===== src/rtl/pwm_pattern_bank_if.sv =====
// Configuration, strobe and output bundle between the register mapper and the PWM pattern bank.
interface pwm_pattern_bank_if #(
  parameter int NUM_CH    = 4,
  parameter int PAT_WIDTH = 16,
  parameter int DUTY_W    = 8,
  parameter int GAP_W     = 16,
  parameter int CNT_W     = 8,
  parameter int DAC_WIDTH = 8
);
  logic                      cfg_wr;
  logic [$clog2(NUM_CH):0]   cfg_ch;
  logic [DUTY_W-1:0]         cfg_duty;
  logic [GAP_W-1:0]          cfg_gap;
  logic [CNT_W-1:0]          cfg_num;
  logic [PAT_WIDTH-1:0]      cfg_pat;
  logic [DAC_WIDTH-1:0]      cfg_dac;
  logic [NUM_CH-1:0]         ch_start;
  logic [NUM_CH-1:0]         ch_stop;
  logic [NUM_CH-1:0]         pwm_out;
  logic [NUM_CH-1:0]         busy;
  logic [NUM_CH-1:0]         valid;
  logic [DAC_WIDTH-1:0]      dac_data;

  modport master (
    output cfg_wr, cfg_ch, cfg_duty, cfg_gap, cfg_num, cfg_pat, cfg_dac, ch_start, ch_stop,
    input  pwm_out, busy, valid, dac_data
  );

  modport slave (
    input  cfg_wr, cfg_ch, cfg_duty, cfg_gap, cfg_num, cfg_pat, cfg_dac, ch_start, ch_stop,
    output pwm_out, busy, valid, dac_data
  );
endinterface


===== src/rtl/pwm_pattern_bank.sv =====
// Bank of independent pattern-PWM channels with double-buffered configuration;
// one channel additionally gates a DAC code onto dac_data.
module pwm_pattern_bank #(
  parameter int NUM_CH    = 4,
  parameter int PAT_WIDTH = 16,
  parameter int DUTY_W    = 8,
  parameter int GAP_W     = 16,
  parameter int CNT_W     = 8,
  parameter int DAC_WIDTH = 8,
  parameter int DAC_CH    = 3
) (
  input  logic              clk,
  input  logic              rst_n,
  pwm_pattern_bank_if.slave bus
);
  localparam int CHW = $clog2(NUM_CH) + 1;
  localparam int BW  = (PAT_WIDTH > 1) ? $clog2(PAT_WIDTH) : 1;
  localparam logic [BW-1:0] MSB = BW'(PAT_WIDTH - 1);

  typedef enum logic [1:0] {IDLE, PAT, GAP} state_t;

  logic [NUM_CH-1:0] pwm_v;
  logic [NUM_CH-1:0] busy_v;
  logic [NUM_CH-1:0] valid_v;

  for (genvar g = 0; g < NUM_CH; g++) begin : g_ch
    state_t               st_q, st_n;
    logic [DUTY_W-1:0]    sh_duty, a_duty, duty_eff;
    logic [GAP_W-1:0]     sh_gap, a_gap;
    logic [CNT_W-1:0]     sh_num, a_num;
    logic [PAT_WIDTH-1:0] sh_pat, a_pat, pat_src;
    logic [DUTY_W-1:0]    slot_q, slot_n;
    logic [BW-1:0]        bit_q, bit_n;
    logic [GAP_W-1:0]     gcnt_q, gcnt_n;
    logic [CNT_W-1:0]     burst_q, burst_n;
    logic                 load, valid_n, pwm_n, wr_hit;
    logic                 pwm_q, busy_q, valid_q;

    assign wr_hit   = bus.cfg_wr && (bus.cfg_ch == CHW'(g));
    assign duty_eff = (a_duty == '0) ? DUTY_W'(1) : a_duty;

    always_comb begin
      st_n    = st_q;
      slot_n  = slot_q;
      bit_n   = bit_q;
      gcnt_n  = gcnt_q;
      burst_n = burst_q;
      load    = 1'b0;
      valid_n = 1'b0;
      case (st_q)
        IDLE: begin
          if (bus.ch_start[g]) begin
            load    = 1'b1;
            st_n    = PAT;
            slot_n  = '0;
            bit_n   = MSB;
            burst_n = '0;
          end
        end
        PAT: begin
          if (slot_q == duty_eff - DUTY_W'(1)) begin
            slot_n = '0;
            if (bit_q != '0) begin
              bit_n = bit_q - BW'(1);
            end else begin
              // End of burst: either finish, insert a gap, or roll straight into the next MSB.
              burst_n = burst_q + CNT_W'(1);
              bit_n   = MSB;
              if (a_num != '0 && burst_n == a_num) begin
                st_n    = IDLE;
                valid_n = 1'b1;
              end else if (a_gap != '0) begin
                st_n   = GAP;
                gcnt_n = '0;
              end
            end
          end else begin
            slot_n = slot_q + DUTY_W'(1);
          end
        end
        GAP: begin
          if (gcnt_q + GAP_W'(1) == a_gap) begin
            st_n   = PAT;
            slot_n = '0;
            bit_n  = MSB;
          end else begin
            gcnt_n = gcnt_q + GAP_W'(1);
          end
        end
        default: st_n = IDLE;
      endcase
      if (bus.ch_stop[g]) begin
        st_n    = IDLE;
        load    = 1'b0;
        valid_n = 1'b0;
      end
      // On the start edge the pattern comes from the shadow copy being loaded.
      pat_src = load ? sh_pat : a_pat;
      pwm_n   = (st_n == PAT) && pat_src[bit_n];
    end

    always_ff @(posedge clk) begin
      if (!rst_n) begin
        st_q    <= IDLE;
        slot_q  <= '0;
        bit_q   <= '0;
        gcnt_q  <= '0;
        burst_q <= '0;
        sh_duty <= DUTY_W'(1);
        sh_gap  <= '0;
        sh_num  <= CNT_W'(1);
        sh_pat  <= '0;
        a_duty  <= DUTY_W'(1);
        a_gap   <= '0;
        a_num   <= CNT_W'(1);
        a_pat   <= '0;
        pwm_q   <= 1'b0;
        busy_q  <= 1'b0;
        valid_q <= 1'b0;
      end else begin
        st_q    <= st_n;
        slot_q  <= slot_n;
        bit_q   <= bit_n;
        gcnt_q  <= gcnt_n;
        burst_q <= burst_n;
        if (load) begin
          a_duty <= sh_duty;
          a_gap  <= sh_gap;
          a_num  <= sh_num;
          a_pat  <= sh_pat;
        end
        if (wr_hit) begin
          sh_duty <= bus.cfg_duty;
          sh_gap  <= bus.cfg_gap;
          sh_num  <= bus.cfg_num;
          sh_pat  <= bus.cfg_pat;
        end
        pwm_q   <= pwm_n;
        busy_q  <= (st_n != IDLE);
        valid_q <= valid_n;
      end
    end

    assign pwm_v[g]   = pwm_q;
    assign busy_v[g]  = busy_q;
    assign valid_v[g] = valid_q;
  end

  assign bus.pwm_out = pwm_v;
  assign bus.busy    = busy_v;
  assign bus.valid   = valid_v;

  if (DAC_CH < NUM_CH) begin : g_dac
    logic [DAC_WIDTH-1:0] sh_dac, a_dac, dac_q;
    logic                 dac_load;

    // busy mirrors "not IDLE", so this matches the DAC channel's own load condition.
    assign dac_load = bus.ch_start[DAC_CH] && !bus.ch_stop[DAC_CH] && !busy_v[DAC_CH];

    always_ff @(posedge clk) begin
      if (!rst_n) begin
        sh_dac <= '0;
        a_dac  <= '0;
        dac_q  <= '0;
      end else begin
        if (dac_load) a_dac <= sh_dac;
        if (bus.cfg_wr && bus.cfg_ch == CHW'(DAC_CH)) sh_dac <= bus.cfg_dac;
        dac_q <= pwm_v[DAC_CH] ? a_dac : '0;
      end
    end

    assign bus.dac_data = dac_q;
  end else begin : g_no_dac
    assign bus.dac_data = '0;
  end
endmodule


===== src/flat_wrapper.sv =====
// flat-port wrapper written by rule: the top's interface ports become plain ports
module pwm_pattern_bank_flat 
#(
  parameter int NUM_CH    = 4,
  parameter int PAT_WIDTH = 16,
  parameter int DUTY_W    = 8,
  parameter int GAP_W     = 16,
  parameter int CNT_W     = 8,
  parameter int DAC_WIDTH = 8,
  parameter int DAC_CH    = 3
)
  (clk, rst_n, bus_cfg_wr, bus_cfg_ch, bus_cfg_duty, bus_cfg_gap, bus_cfg_num, bus_cfg_pat, bus_cfg_dac, bus_ch_start, bus_ch_stop, bus_pwm_out, bus_busy, bus_valid, bus_dac_data);
  pwm_pattern_bank_if #(.NUM_CH(NUM_CH), .PAT_WIDTH(PAT_WIDTH), .DUTY_W(DUTY_W), .GAP_W(GAP_W), .CNT_W(CNT_W), .DAC_WIDTH(DAC_WIDTH)) bus_i ();
  input  logic clk;
  input  logic rst_n;
  input wire logic [$bits(bus_i.cfg_wr)-1:0] bus_cfg_wr;
  input wire logic [$bits(bus_i.cfg_ch)-1:0] bus_cfg_ch;
  input wire logic [$bits(bus_i.cfg_duty)-1:0] bus_cfg_duty;
  input wire logic [$bits(bus_i.cfg_gap)-1:0] bus_cfg_gap;
  input wire logic [$bits(bus_i.cfg_num)-1:0] bus_cfg_num;
  input wire logic [$bits(bus_i.cfg_pat)-1:0] bus_cfg_pat;
  input wire logic [$bits(bus_i.cfg_dac)-1:0] bus_cfg_dac;
  input wire logic [$bits(bus_i.ch_start)-1:0] bus_ch_start;
  input wire logic [$bits(bus_i.ch_stop)-1:0] bus_ch_stop;
  output wire logic [$bits(bus_i.pwm_out)-1:0] bus_pwm_out;
  output wire logic [$bits(bus_i.busy)-1:0] bus_busy;
  output wire logic [$bits(bus_i.valid)-1:0] bus_valid;
  output wire logic [$bits(bus_i.dac_data)-1:0] bus_dac_data;
  assign bus_i.cfg_wr = bus_cfg_wr;
  assign bus_i.cfg_ch = bus_cfg_ch;
  assign bus_i.cfg_duty = bus_cfg_duty;
  assign bus_i.cfg_gap = bus_cfg_gap;
  assign bus_i.cfg_num = bus_cfg_num;
  assign bus_i.cfg_pat = bus_cfg_pat;
  assign bus_i.cfg_dac = bus_cfg_dac;
  assign bus_i.ch_start = bus_ch_start;
  assign bus_i.ch_stop = bus_ch_stop;
  assign bus_pwm_out = bus_i.pwm_out;
  assign bus_busy = bus_i.busy;
  assign bus_valid = bus_i.valid;
  assign bus_dac_data = bus_i.dac_data;
  pwm_pattern_bank #(.NUM_CH(NUM_CH), .PAT_WIDTH(PAT_WIDTH), .DUTY_W(DUTY_W), .GAP_W(GAP_W), .CNT_W(CNT_W), .DAC_WIDTH(DAC_WIDTH), .DAC_CH(DAC_CH)) u_core (.clk(clk), .rst_n(rst_n), .bus(bus_i));
endmodule

===== config.mk =====
export PLATFORM = sky130hd
export DESIGN_NAME = pwm_pattern_bank_flat
export DESIGN_NICKNAME = d
export VERILOG_FILES = /design/src/rtl/pwm_pattern_bank_if.sv /design/src/rtl/pwm_pattern_bank.sv /design/src/flat_wrapper.sv
export SDC_FILE = /design/constraint.sdc
export NUM_CORES = 1
export LEC_CHECK = 0
export BUFFER_PORTS_ARGS = -buffer_cell sky130_fd_sc_hd__buf_2
export CAP_MARGIN = 20
export CORE_ASPECT_RATIO = 0.8
export CORE_MARGIN = 2
export CORE_UTILIZATION = 35
export CTS_CLUSTER_SIZE = 10
export DETAILED_ROUTE_END_ITERATION = 16
export SYNTH_ARGS = -nofsm -noshare
export SYNTH_HDL_FRONTEND = slang
export SYNTH_SLANG_ARGS = --single-unit

===== constraint.sdc =====
create_clock -name clk -period 7.2 [get_ports clk]
set_input_delay 1.08 -clock clk [delete_from_list [all_inputs] [get_ports clk]]
set_output_delay 1.08 -clock clk [all_outputs]
set_load 0.01 [all_outputs]

==> impl_metrics.py <==
metrics = {
    "place": {
        "hpwl_mm": 51.6,
        "portBuffers": 89,
        "place_area_um2": 28000,
        "gp_congestion": 0.865,
    },
    "final_layout": {
        "final_layout_size_suffix_gt1_share_pct": 7.44,
        "final_core_util_pct": 39.1,
        "final_area_um2": 30000,
        "nets": 3537,
        "area_growth_pct": 11.2,
        "antenna_cells": 0,
    },
    "critical_path": {
        "cp.arrival_ns": 5.29,
        "end_kind": "flop",
        "required_ns": 7.69,
        "reg2reg_to": "u_core.g_ch[1].pwm_q$_SDFF_PN0_",
        "setup.worst_path.class": "flop to flop",
        "worst_setup_path_start_kind": "flop",
        "rr_startpoint": "u_core.g_ch[1].a_duty[3]$_SDFFE_PN0P_",
        "worstPathMaxFanout": 16,
        "slowest_stage": "a21oi_1",
        "rrSetupSlack_ns": 2.40,
        "cp_cell_sequence": "nor4_1, a31oi_1, ha_1, and3b_1, o21a_1, o31ai_1, nor4_1, nand2_1, a32oi_1, a21oi_1, mux2_2, or3_1, a21oi_1, nor4bb_1",
        "cpPeakStageDelay_ns": 0.84,
        "r2r_cells": 14,
    },
    "die": {
        "die_area_um2": 79300,
        "die_h_um": 252,
        "fp.dieW_um": 314,
        "ios": 90,
        "rows": 91,
        "start_util_pct": 35.2,
        "core_um2": 76600,
    },
    "hold_path": {
        "hold_depth": 2,
        "min_from": "u_core.g_ch[1].sh_num[4]$_SDFFE_PN0P_",
        "min_to": "u_core.g_ch[1].a_num[4]$_SDFFE_PN0P_",
        "hp-class": "flop to flop",
    },
    "drt": {
        "wl_mm": 77.8,
        "vias_per_cell": 5.33,
        "wl_per_cell_um": 17.3,
        "num_vias": 23928,
        "ant_nets": 0,
        "firstDrtPassIters": 5,
        "dr.first_iter.drc_count": 1798,
        "drcViolationCount": 0,
    },
    "timing": {
        "setup_tns_ns": 0,
        "post-route-min-period_ns": 4.80,
        "finalSetupViolCount": 0,
        "period_share_pct": 66.7,
        "fmax_ghz": 0.208,
        "skew_ns": 0.0323,
        "relSlewSlack_pct": 26.9,
        "hold_viol": 0,
        "worst_pin_slew_ns": 1.10,
        "grt_setup_unrepaired": "no",
        "drv_slew": 0,
    },
    "synthesis": {
        "synth_edf_count": 0,
        "synth_cell_types": 99,
        "synthCells": 3491,
        "synthArstFlopShare_pct": 0,
        "synth_nets": 3581,
        "syn_area_um2": 27000,
        "yosys_warnings": 0,
        "synth-seq-area-share_pct": 42.5,
        "synth_seq_cells": 572,
        "synthFlopType": "dfxtp_1",
        "syn_area_per_cell_um2": 7.72,
    },
    "cts": {
        "clock-sinks": 572,
        "numCtsBuffers": 69,
        "tritoncts": "done",
        "cts_resized": 0,
        "hold_buffers": 0,
        "worstSkewPairLatency_ns": 0.62,
        "cts.clk_slew.worst_paths_ns": 0.06,
        "cts_buffer_depth": 3,
        "cts_root_buf": "clkbuf_16",
        "post_cts_buffers": 0,
        "htreeDepth": 3,
    },
    "power_and_ir_drop": {
        "peakVddDrop_mv": 0.167,
        "p_sw_mw": 1.68,
        "swShare_pct": 24.4,
        "p_int_mw": 5.23,
        "combPwrFrac_pct": 6.7,
        "seq_power_share_pct": 47.1,
        "cellPowerDensity_nw_per_um2": 231,
        "leakagePower_nw": 10.6,
        "total_power_mw": 6.91,
        "p_clk_share_pct": 46.2,
    },
    "outcome": {
        "outcome": "complete, no violations",
    },
    "grt": {
        "grt_max_degree": 174,
        "grt_pass1_vias": 21865,
        "grt.overflow.total": 0,
        "antenna_found_initial": 3,
        "grt_use_total_pct": 19.2,
        "grt_pass1_wl_mm": 123,
    },
    "job": {
        "drv_cap": 0,
    },
}
synthesized netlist by cell type, types with 35 or more instances:
library cell | count | area (um^2)
or3_1 | 35 | 219
xor2_1 | 66 | 578
xnor2_1 | 107 | 937
nor2_1 | 211 | 792
nor4_1 | 52 | 325
a21oi_1 | 498 | 2490
mux2i_1 | 61 | 611
dfxtp_1 | 572 | 11500
and3_1 | 42 | 263
o21ai_0 | 113 | 566
nand2_1 | 864 | 3240
nand3_1 | 83 | 415
clkbuf_1 | 169 | 634
inv_1 | 45 | 169
nor3_1 | 64 | 320
state kept, by name, indices dropped and copies added (netlist names), 16 cells and up:
name / flops
u_core.g_ch.a_gap: 64
u_core.g_ch.sh_pat: 64
u_core.g_ch.sh_gap: 64
u_core.g_ch.sh_num: 32
u_core.g_ch.bit_q: 16
u_core.g_ch.sh_duty: 32
u_core.g_ch.burst_q: 32
u_core.g_ch.a_num: 32
u_core.g_ch.gcnt_q: 64
u_core.g_ch.slot_q: 32
u_core.g_ch.a_pat: 64
u_core.g_ch.a_duty: 32
cell type report:
class                           count  area [um^2]
Multi-Input combinational cell   2648        14500
Fill cell                        7903        46700
Clock buffer                       84         1870
Sequential cell                   572        11500
Clock inverter                      7          115
Timing Repair Buffer              110          616
Inverter                           46          180
Tap cell                         1023         1280
power by group through the flow:
stage,sequential (mW),clock [mW],combinational (mW)
2_1_floorplan,3.31,0,0.307
3_3_place_gp,3.33,0,0.457
3_5_place_dp,3.33,0,0.459
4_1_cts,3.26,3.27,0.460
5_1_grt,3.26,3.40,0.505
6_report,3.26,3.19,0.461
critical path, delay by kind of cell, from the launching register on:
| kind | cells | cell delay, ns |
|---|---|---|
| mux | 1 | 0.41 |
| fa+ha+maj | 1 | 0.29 |
| simple gates | 6 | 1.74 |
| compound gates | 6 | 1.87 |
| flops | 1 | 0.36 |
placed cells by master (no fill, tap or decap), types with 52 or more instances in the layout:
| master | Yosys | routed |
|---|---|---|
| nand2_1 | 864 | 864 |
| dfxtp_1 | 572 | 572 |
| a21oi_1 | 498 | 498 |
| nor2_1 | 211 | 208 |
| o21ai_0 | 113 | 113 |
| xnor2_1 | 107 | 107 |
| buf_2 | 18 | 89 |
| nand3_1 | 83 | 82 |
| clkbuf_16 | 0 | 71 |
| xor2_1 | 66 | 66 |
| nor3_1 | 64 | 63 |
| mux2i_1 | 61 | 61 |
| nor4_1 | 52 | 52 |
per-layer routing:
| metal | up-vias | routed length, um | global-route usage (%) |
|---|---|---|---|
| li1 | 11912 | - | - |
| met1 | 11283 | 37700 | 27.6 |
| met2 | 601 | 33100 | 28.7 |
| met3 | 126 | 4910 | 3.81 |
| met4 | 6 | 1990 | 5.91 |
| met5 | - | 42 | 0 |
logic make-up after synthesis:
group | after synthesis | share of synthesized area (%)
mux | 70 | 2.64
fa+ha+maj | 20 | 0.928
simple gates | 1587 | 27.3
flops | 572 | 42.5
xor+xnor | 174 | 5.70
compound gates | 797 | 16.9
buf+inv | 271 | 4.07
per-stage QoR:
step | std cells | hold slack (ns) | worst slack (ns)
floorplan | 3491 | 0.431 | 3.27
global placement | 4399 | 0.440 | 2.68
detailed placement | 4399 | 0.444 | 2.48
CTS | 4490 | 0.441 | 2.49
global route | 4490 | 0.464 | 2.00
finish | 4490 | 0.441 | 2.40
worst max path at each step:
stage / to / startpoint
after floorplan: u_core.g_ch[0].pwm_q$_SDFF_PN0_ / u_core.g_ch[0].a_duty[3]$_SDFFE_PN0P_
after global placement: u_core.g_ch[1].pwm_q$_SDFF_PN0_ / u_core.g_ch[1].a_duty[3]$_SDFFE_PN0P_
after detailed placement: u_core.g_ch[1].pwm_q$_SDFF_PN0_ / u_core.g_ch[1].a_duty[3]$_SDFFE_PN0P_
after CTS: u_core.g_ch[1].pwm_q$_SDFF_PN0_ / u_core.g_ch[1].a_duty[3]$_SDFFE_PN0P_
after global routing: u_core.g_ch[1].pwm_q$_SDFF_PN0_ / u_core.g_ch[1].a_duty[3]$_SDFFE_PN0P_
final: u_core.g_ch[1].pwm_q$_SDFF_PN0_ / u_core.g_ch[1].a_duty[3]$_SDFFE_PN0P_
Power figures use the tool's default switching activity.
